<file path="config.mk">
export PLATFORM = sky130hd
export DESIGN_NAME = pipe_stage_reg
export DESIGN_NICKNAME = d
export VERILOG_FILES = /design/src/rtl/pipe_pkg.sv /design/src/rtl/sat_counter.sv /design/src/rtl/pipe_stage_reg.sv
export SDC_FILE = /design/constraint.sdc
export NUM_CORES = 1
export LEC_CHECK = 0
export ABC_AREA = 1
export CAP_MARGIN = 20
export CORE_MARGIN = 1.5
export CORE_UTILIZATION = 45
export CTS_BUF_LIST = sky130_fd_sc_hd__clkbuf_8
export DETAILED_ROUTE_END_ITERATION = 10
export PLACE_DENSITY = 0.74
export SLEW_MARGIN = 20
export SYNTH_ARGS = -nofsm -noshare
export SYNTH_HDL_FRONTEND = slang
export SYNTH_HIERARCHICAL = 1
export SYNTH_SLANG_ARGS = --single-unit
</file>
<file path="constraint.sdc">
create_clock -name clk -period 1.8 [get_ports clk]
set_clock_uncertainty 0.2 [all_clocks]
set_input_delay 0.27 -clock clk [delete_from_list [all_inputs] [get_ports clk]]
set_output_delay 0.27 -clock clk [all_outputs]
set_load 0.03 [all_outputs]
</file>
<file path="src/rtl/pipe_pkg.sv">
// -----------------------------------------------------------------------------
// pipe_pkg
// Shared definitions for the generic rv32i pipeline stage register:
//   - state_t      : occupancy of a stage (EMPTY / HALF / FULL)
//   - DEF_*        : default bundle and counter widths
//   - NOP_CTRL     : control bundle presented for a bubble (all zero)
// No ports (package).
// -----------------------------------------------------------------------------
package pipe_pkg;

    typedef enum logic [1:0] {
        ST_EMPTY = 2'd0,   // no entry held
        ST_HALF  = 2'd1,   // main entry valid
        ST_FULL  = 2'd2    // main + skid entries valid
    } state_t;

    localparam int DEF_CTRL_W = 8;
    localparam int DEF_DATA_W = 128;
    localparam int DEF_CNT_W  = 16;

    // Wide enough for any realistic control bundle; sliced to CTRL_W at use.
    localparam int            NOP_MAX_W = 256;
    localparam logic [NOP_MAX_W-1:0] NOP_CTRL = '0;

endpackage

</file>
<file path="src/rtl/sat_counter.sv">
// -----------------------------------------------------------------------------
// sat_counter
// Saturating up-counter used for pipeline profiling.
// Ports:
//   clk      in   rising-edge clock
//   reset_n  in   asynchronous active-low reset (count -> 0)
//   inc      in   count up by one this cycle (sticks at all-ones)
//   clr      in   synchronous clear, wins over inc
//   count    out  CNT_W-bit current count
// -----------------------------------------------------------------------------
module sat_counter
    import pipe_pkg::*;
#(
    parameter int CNT_W = DEF_CNT_W
) (
    input  logic             clk,
    input  logic             reset_n,
    input  logic             inc,
    input  logic             clr,
    output logic [CNT_W-1:0] count
);

    localparam logic [CNT_W-1:0] ONE = {{(CNT_W-1){1'b0}}, 1'b1};

    function automatic logic [CNT_W-1:0] sat_inc(input logic [CNT_W-1:0] v);
        return (&v) ? v : v + ONE;
    endfunction

    always_ff @(posedge clk or negedge reset_n) begin
        if (!reset_n) begin
            count <= '0;
        end else if (clr) begin
            count <= '0;
        end else if (inc) begin
            count <= sat_inc(count);
        end
    end

endmodule

</file>
<file path="src/rtl/pipe_stage_reg.sv">
// -----------------------------------------------------------------------------
// pipe_stage_reg
// Generic pipeline stage register: control + data bundles with a valid/ready
// handshake, flush (bubble insertion) and saturating stall/flush counters.
// SKID=1 adds a second entry so in_ready comes straight from flops and the
// ready path between stages is broken; SKID=0 is a single register whose
// in_ready follows out_ready combinationally.
// Ports:
//   clk, reset_n          clock (rising) / async active-low reset
//   flush                 kill held entries, drop same-cycle input
//   in_valid/in_ready     upstream handshake
//   in_ctrl/in_data       upstream bundles
//   out_valid/out_ready   downstream handshake
//   out_ctrl/out_data     downstream bundles (out_ctrl is 0 when not valid)
//   cnt_clear             synchronous clear of both counters
//   stall_cnt             cycles with out_valid & ~out_ready (not flushing)
//   flush_cnt             flush cycles that killed at least one entry
// -----------------------------------------------------------------------------
module pipe_stage_reg
    import pipe_pkg::*;
#(
    parameter int CTRL_W     = DEF_CTRL_W,
    parameter int DATA_W     = DEF_DATA_W,
    parameter int SKID       = 1,
    parameter int CLEAR_DATA = 1,
    parameter int CNT_W      = DEF_CNT_W
) (
    input  logic              clk,
    input  logic              reset_n,
    input  logic              flush,
    input  logic              in_valid,
    output logic              in_ready,
    input  logic [CTRL_W-1:0] in_ctrl,
    input  logic [DATA_W-1:0] in_data,
    output logic              out_valid,
    input  logic              out_ready,
    output logic [CTRL_W-1:0] out_ctrl,
    output logic [DATA_W-1:0] out_data,
    input  logic              cnt_clear,
    output logic [CNT_W-1:0]  stall_cnt,
    output logic [CNT_W-1:0]  flush_cnt
);

    localparam logic [CTRL_W-1:0] NOP = NOP_CTRL[CTRL_W-1:0];

    state_t            state;
    logic              vld_p1;
    logic [CTRL_W-1:0] main_ctrl_p1;
    logic [DATA_W-1:0] main_data_p1;
    logic [CTRL_W-1:0] skid_ctrl_p1;
    logic [DATA_W-1:0] skid_data_p1;
    logic              in_fire;

    // ---- stage boundary: upstream -> main/skid registers ----
    generate
        if (SKID != 0) begin : g_skid
            assign in_ready = (state != ST_FULL);
        end else begin : g_noskid
            // With no skid entry the FSM never leaves EMPTY/HALF.
            assign in_ready = out_ready | ~vld_p1;
        end
    endgenerate

    assign in_fire = in_valid & in_ready;

    always_ff @(posedge clk or negedge reset_n) begin
        if (!reset_n) begin
            state        <= ST_EMPTY;
            main_ctrl_p1 <= '0;
            main_data_p1 <= '0;
            skid_ctrl_p1 <= '0;
            skid_data_p1 <= '0;
        end else if (flush) begin
            // Same-cycle input is dropped even if in_fire was high.
            state        <= ST_EMPTY;
            main_ctrl_p1 <= NOP;
            skid_ctrl_p1 <= NOP;
            if (CLEAR_DATA != 0) begin
                main_data_p1 <= '0;
                skid_data_p1 <= '0;
            end
        end else begin
            case (state)
                ST_EMPTY: begin
                    if (in_fire) begin
                        main_ctrl_p1 <= in_ctrl;
                        main_data_p1 <= in_data;
                        state        <= ST_HALF;
                    end
                end
                ST_HALF: begin
                    if (in_fire && out_ready) begin
                        main_ctrl_p1 <= in_ctrl;
                        main_data_p1 <= in_data;
                    end else if (in_fire) begin
                        skid_ctrl_p1 <= in_ctrl;
                        skid_data_p1 <= in_data;
                        state        <= ST_FULL;
                    end else if (out_ready) begin
                        state <= ST_EMPTY;
                    end
                end
                ST_FULL: begin
                    // in_ready is low here, so only the drain can happen.
                    if (out_ready) begin
                        main_ctrl_p1 <= skid_ctrl_p1;
                        main_data_p1 <= skid_data_p1;
                        state        <= ST_HALF;
                    end
                end
                default: state <= ST_EMPTY;
            endcase
        end
    end

    // ---- stage boundary: main register -> downstream ----
    assign vld_p1    = (state != ST_EMPTY);
    assign out_valid = vld_p1;
    // Bubble shows up as a NOP even to consumers that ignore out_valid.
    assign out_ctrl  = vld_p1 ? main_ctrl_p1 : NOP;
    assign out_data  = main_data_p1;

    sat_counter #(.CNT_W(CNT_W)) u_stall_cnt (
        .clk     (clk),
        .reset_n (reset_n),
        .inc     (vld_p1 & ~out_ready & ~flush),
        .clr     (cnt_clear),
        .count   (stall_cnt)
    );

    sat_counter #(.CNT_W(CNT_W)) u_flush_cnt (
        .clk     (clk),
        .reset_n (reset_n),
        .inc     (flush & vld_p1),
        .clr     (cnt_clear),
        .count   (flush_cnt)
    );

endmodule

</file>
Yosys cells after proc, flatten, opt, wreduce, memory -nomap -nowiden

Index checks and enable logic that the tools add are counted.

Bits in registers: 306
Bits in latches: 0
RAM bits: 0
Memory bits (read-only): 0
Input port bits: 142
Logic and storage cells: 71
Memories kept: 0

Add/sub/neg operators: 2
Multiply operators: 0
Divide/modulo/power cells: 0
Magnitude comparators: 0
Equality and inequality tests: 11
Shift-type cells: 0
Muxes and demuxes: 30
Bitwise operators: 6
Reductions and logical operators: 15

Operators by type and width:

| cell                    | number |
|---|---|
| $mux W128               | 7 |
| $pmux W128 S3           | 1 |
| $mux W16                | 6 |
| $mux W8                 | 8 |
| $add A16 B1 Y16 const B | 2 |
| $reduce_and A16 Y1      | 2 |
| $pmux W8 S3             | 1 |
| $mux W2                 | 6 |
| $ne A3 B3 Y1 const B    | 4 |
| $reduce_bool A2 Y1      | 5 |
| $ne A2 B2 Y1 const B    | 4 |
| $reduce_and A4 Y1       | 2 |
| $pmux W2 S3             | 1 |
| $and A1 B1 Y1           | 4 |
| $ne A4 B4 Y1 const B    | 1 |
| $reduce_and A2 Y1       | 2 |
| $reduce_bool A4 Y1      | 1 |
| $reduce_and A3 Y1       | 1 |
| $eq A2 B1 Y1 const B    | 1 |
| $eq A2 B2 Y1 const B    | 1 |
| $logic_not A2 Y1        | 1 |
| $not A1 Y1              | 2 |
| $logic_and A1 B1 Y1     | 1 |

Depth between registers and ports, before layout

Depth in word-level cells: 6
Mapped depth: 11

Hierarchy

Netlist, hierarchy kept.

Modules (own cells, without submodules):

| module         | times used | cells an instance | area an instance (um2) | sequential area each (um2) |
|---|---|---|---|---|
| pipe_stage_reg | 1          | 1,816             | 13,294.0               | 6,856.6 |
| sat_counter    | 2          | 145               | 1,043.5                | 400.4 |

Worst setup path before layout

No wires, ideal clock.

Path type: register to register
Start point: reg u_flush_cnt.count[1]
End point: reg u_flush_cnt.count[5]
Setup time: 0.118 ns
Arrival time: 1.541 ns
Required time: 1.482 ns
Setup slack: -0.059 ns
Stages on the path, launching flop included: 10
Period minus slack after synthesis: 1.859 ns
Cell sequence: dfrtp_1 ha_1 nand2_1 nor2_4 nand2_4 nor2_2 o21bai_2 buf_6 nand2_2 o21ai_2

Word-level cells in the longest chain between the ends: 4
Elaborated cells between the ends (all ways): 7

Ends and longest elaborated chain:

| element                | RTL line          | text |
|---|---|---|
| from (decl)            | sat_counter.sv:20 | `output logic [CNT_W-1:0] count` |
| from (signal assigned) | sat_counter.sv:35 | `count <= sat_inc(count);` |
| $add A16 B1 Y16        | sat_counter.sv:26 | `return (&v) ? v : v + ONE;` |
| $mux W16               | sat_counter.sv:26 |  |
| $mux W16               | sat_counter.sv:34 | `end else if (inc) begin` |
| $mux W16               | sat_counter.sv:32 | `end else if (clr) begin` |

Parallel ways exist; a longest one is shown, timed or not. The select of a mux whose other input is x is not followed.
A chain may end at the register's enable or synchronous reset.

Final worst setup path

Start point: reg state[1]
End point: out out_ctrl[3]

Word-level cells in the longest chain between the ends: 2

Ends and longest elaborated chain:

| element                | RTL line              | text |
|---|---|---|
| from (decl)            | pipe_stage_reg.sv:46  | `state_t state;` |
| from (signal assigned) | pipe_stage_reg.sv:68  | `state <= ST_EMPTY;` |
| from (signal assigned) | pipe_stage_reg.sv:75  | `state <= ST_EMPTY;` |
| from (signal assigned) | pipe_stage_reg.sv:88  | `state <= ST_HALF;` |
| $reduce_bool A2 Y1     | pipe_stage_reg.sv:117 | `assign vld_p1 = (state != ST_EMPTY);` |
| $mux W8                | pipe_stage_reg.sv:120 | `assign out_ctrl = vld_p1 ? main_ctrl_p1 : NOP;` |
| to (decl)              | pipe_stage_reg.sv:37  | `output logic [CTRL_W-1:0] out_ctrl,` |

No other way between the ends.

==> results.json <==
{
  "status": "finished, violations left",
  "violations": "negative setup slack",
  "yosysTopAreaCellShare": 0.498,
  "fin_crit_ps": 2120,
  "drive_gt1_frac": 0.281,
  "antenna_cells": 0,
  "io_pins": 312,
  "crit_chain": "nor2_4 > buf_6 > buf_12 > nor2_2 > buf_6",
  "first_pass_iters": 7,
  "drtIter0Drc": 1411,
  "reg2reg_from": "state[1]",
  "area_growth_pct": 53.5,
  "finalHoldViolations": 0,
  "seqCellArea_mm2": 0.00768,
  "dieArea_mm2": 0.0353,
  "fin_nets": 2654,
  "synth_nets": 2250,
  "place_congestion": 0.885,
  "layout_commonest_cell": "nand2_1",
  "wl_mm": 55.1,
  "fp.dieH_um": 188,
  "pre_cts_ws_ps": -313,
  "tritoncts": "done",
  "tightest_slew_ps": 355,
  "grt_pass1_vias": 15500,
  "initial_core_util": 0.458,
  "synthTopCellsByArea": "dfrtp_1 (50%), nand2_1 (16%), nand3_1 (9.8%), nor2_1 (8.1%), o21ai_0 (4.6%)",
  "ant_nets": 0,
  "rrSetupSlack_ps": -250,
  "path_class": "reg2out",
  "root_buffer": "clkbuf_8",
  "path_max_fanout": 6,
  "synth_flop_cell": "dfrtp_1",
  "ys_ff_latch": 306,
  "gr-total-overflow": 0,
  "dpl.hpwl_mm": 29.8,
  "maxSlewViolCount": 0,
  "end_kind": "primary output",
  "synth_edf_count": 0,
  "p_per_area_mw_per_mm2": 795,
  "viasPerCell": 5.41,
  "fp-row-count": 67,
  "hold_class": "in2reg",
  "synth_area_mm2": 0.0154,
  "yosys_warnings": 6,
  "min_from": "in_data[112]",
  "yosys.area.top_type": "dfrtp_1",
  "cp_num_buf_inv": 3,
  "startpoint": "state[1]",
  "arrival_ps": 1650,
  "grt_usage": 0.286,
  "max-slew-margin-rel": 0.764,
  "final_area_mm2": 0.0236,
  "coreArea_mm2": 0.0336,
  "fillers": 2483,
  "multi_input_area_mm2": 0.00778,
  "grt_first_pass_wirelength_mm": 81.1,
  "crit_slowest_cell": "dfrtp_1",
  "grt_max_degree": 64,
  "grt_antenna_before_repair": 1,
  "via_count": 16100,
  "crit_top_cell": "buf_6",
  "ir_drop_v": 0.000537,
  "fin_setup_tns_ps": -38990,
  "max-cap-violations": 0,
  "async_flop_share": 1.00,
  "clockBufferDepth": 3,
  "grt_setup_unrepaired": "true",
  "path_clk_slew_ps": 60,
  "crit_required_ps": 1330,
  "cts_buffers": 52,
  "post_dp_cell_area_mm2": 0.0197,
  "cp_top_family": "flip-flops",
  "synth.distinct_cells": 29,
  "io_buffers": 311,
  "ys_seq_area_frac": 0.498,
  "period_share": 1.18,
  "fmax_mhz": 472,
  "cp-start-kind": "register",
  "slowest_delay_ps": 410,
  "worstSkewPairLatency_ps": 580,
  "die_w_um": 188,
  "p_leak_nw": 12.3,
  "drc": 0,
  "cts_sinks": 306,
  "most-common-layout-cells": "nand2_1 (632), nor2_1 (310), dfrtp_1 (290)",
  "wire_per_inst_um": 18.5,
  "setup_ws_ps": -318,
  "setup_violations": 294,
  "htreeDepth": 2,
  "avgSynthCellArea_um2": 7.30,
  "syn_inst": 2106
}
-- state kept, by name (all words and copies together), names as in the netlist --
name               cells
skid_data_p1         128
u_flush_cnt/count     16
u_stall_cnt/count     16
out_data             128
main_ctrl_p1           8
state                  2
skid_ctrl_p1           8
-- worst reg2reg max path, cell delays in order (launching register included) --
cell	delay (ps)
dfrtp_1	410
buf_4	180
nand2_4	90
buf_6	110
nand4_1	130
nand2_4	140
buf_6	140
buf_12	110
nand2_8	110
clkbuf_16	210
nand2_1	70
nand2_1	40
-- per-stage QoR --
stage                     total power, mW  hold slack [ps]   util  instances
final                                18.8             53.2  0.703       2982
after global routing                 19.5             46.8  0.703       2982
after CTS                            18.3             39.7  0.653       2950
after detailed placement             12.0            -13.4  0.585       2823
after global placement               11.9            -20.0  0.585       2823
after floorplan                      9.91             -226      -       2106
-- Yosys cell counts, types with 6 or more instances --
cell type	number
nand2_2	10
dfrtp_1	306
nand2_1	642
a21oi_1	18
buf_1	12
nor2_4	6
inv_1	160
nor2_1	330
buf_2	65
clkbuf_1	52
buf_4	6
inv_2	9
o21ai_2	6
o21ai_0	141
nand3_1	300
nor2_2	6
nor3_1	6
-- area by class of cell --
type | count | share of cell area
well taps | 448 | 0.0237
clock buffers | 60 | 0.0350
clock inverters | 18 | 0.00344
flip-flops and latches | 306 | 0.325
multi-input cells | 1494 | 0.330
inverters | 169 | 0.0282
repair buffers | 487 | 0.255
-- routing by layer --
layer	share of wire	track usage
met5	0.00024	0
met4	0.040	0.109
met3	0.087	0.0573
met2	0.46	0.446
met1	0.41	0.393
-- worst paths after layout --
kind / to / depth (start not counted)
min reg2reg: out_data[94] / 2
min: skid_data_p1[112] / 3
max in group asynchronous: skid_ctrl_p1[5] / 4
min in group asynchronous: skid_data_p1[63] / 3
max: out_ctrl[3] / 5
max reg2reg: out_data[25] / 11
-- repair_timing --
item,CTS,global route
pin swaps,10,25
endpoints found under the hold margin,306,0
cloned,26,25
buffers inserted,23,13
hold buffers,2,0
resized for setup,642,438
endpoints found under the setup margin,233,343
-- where the power goes --
| part | internal (mW) | switching, mW |
|---|---|---|
| sequential | 7.40 | 0.384 |
| combinational | 2.20 | 2.99 |
| clock | 2.97 | 2.82 |
-- logic make-up after synthesis --
logic type | Yosys count | synth area share
buffers and inverters | 308 | 0.0839
adders and majority gates | 2 | 0.00163
AOI/OAI and AO/OA | 170 | 0.0579
and+or+nand+nor | 1316 | 0.356
DFF | 306 | 0.498
xor gates and xnor gates | 4 | 0.00228
No activity file was read; power rests on OpenSTA's default activity.
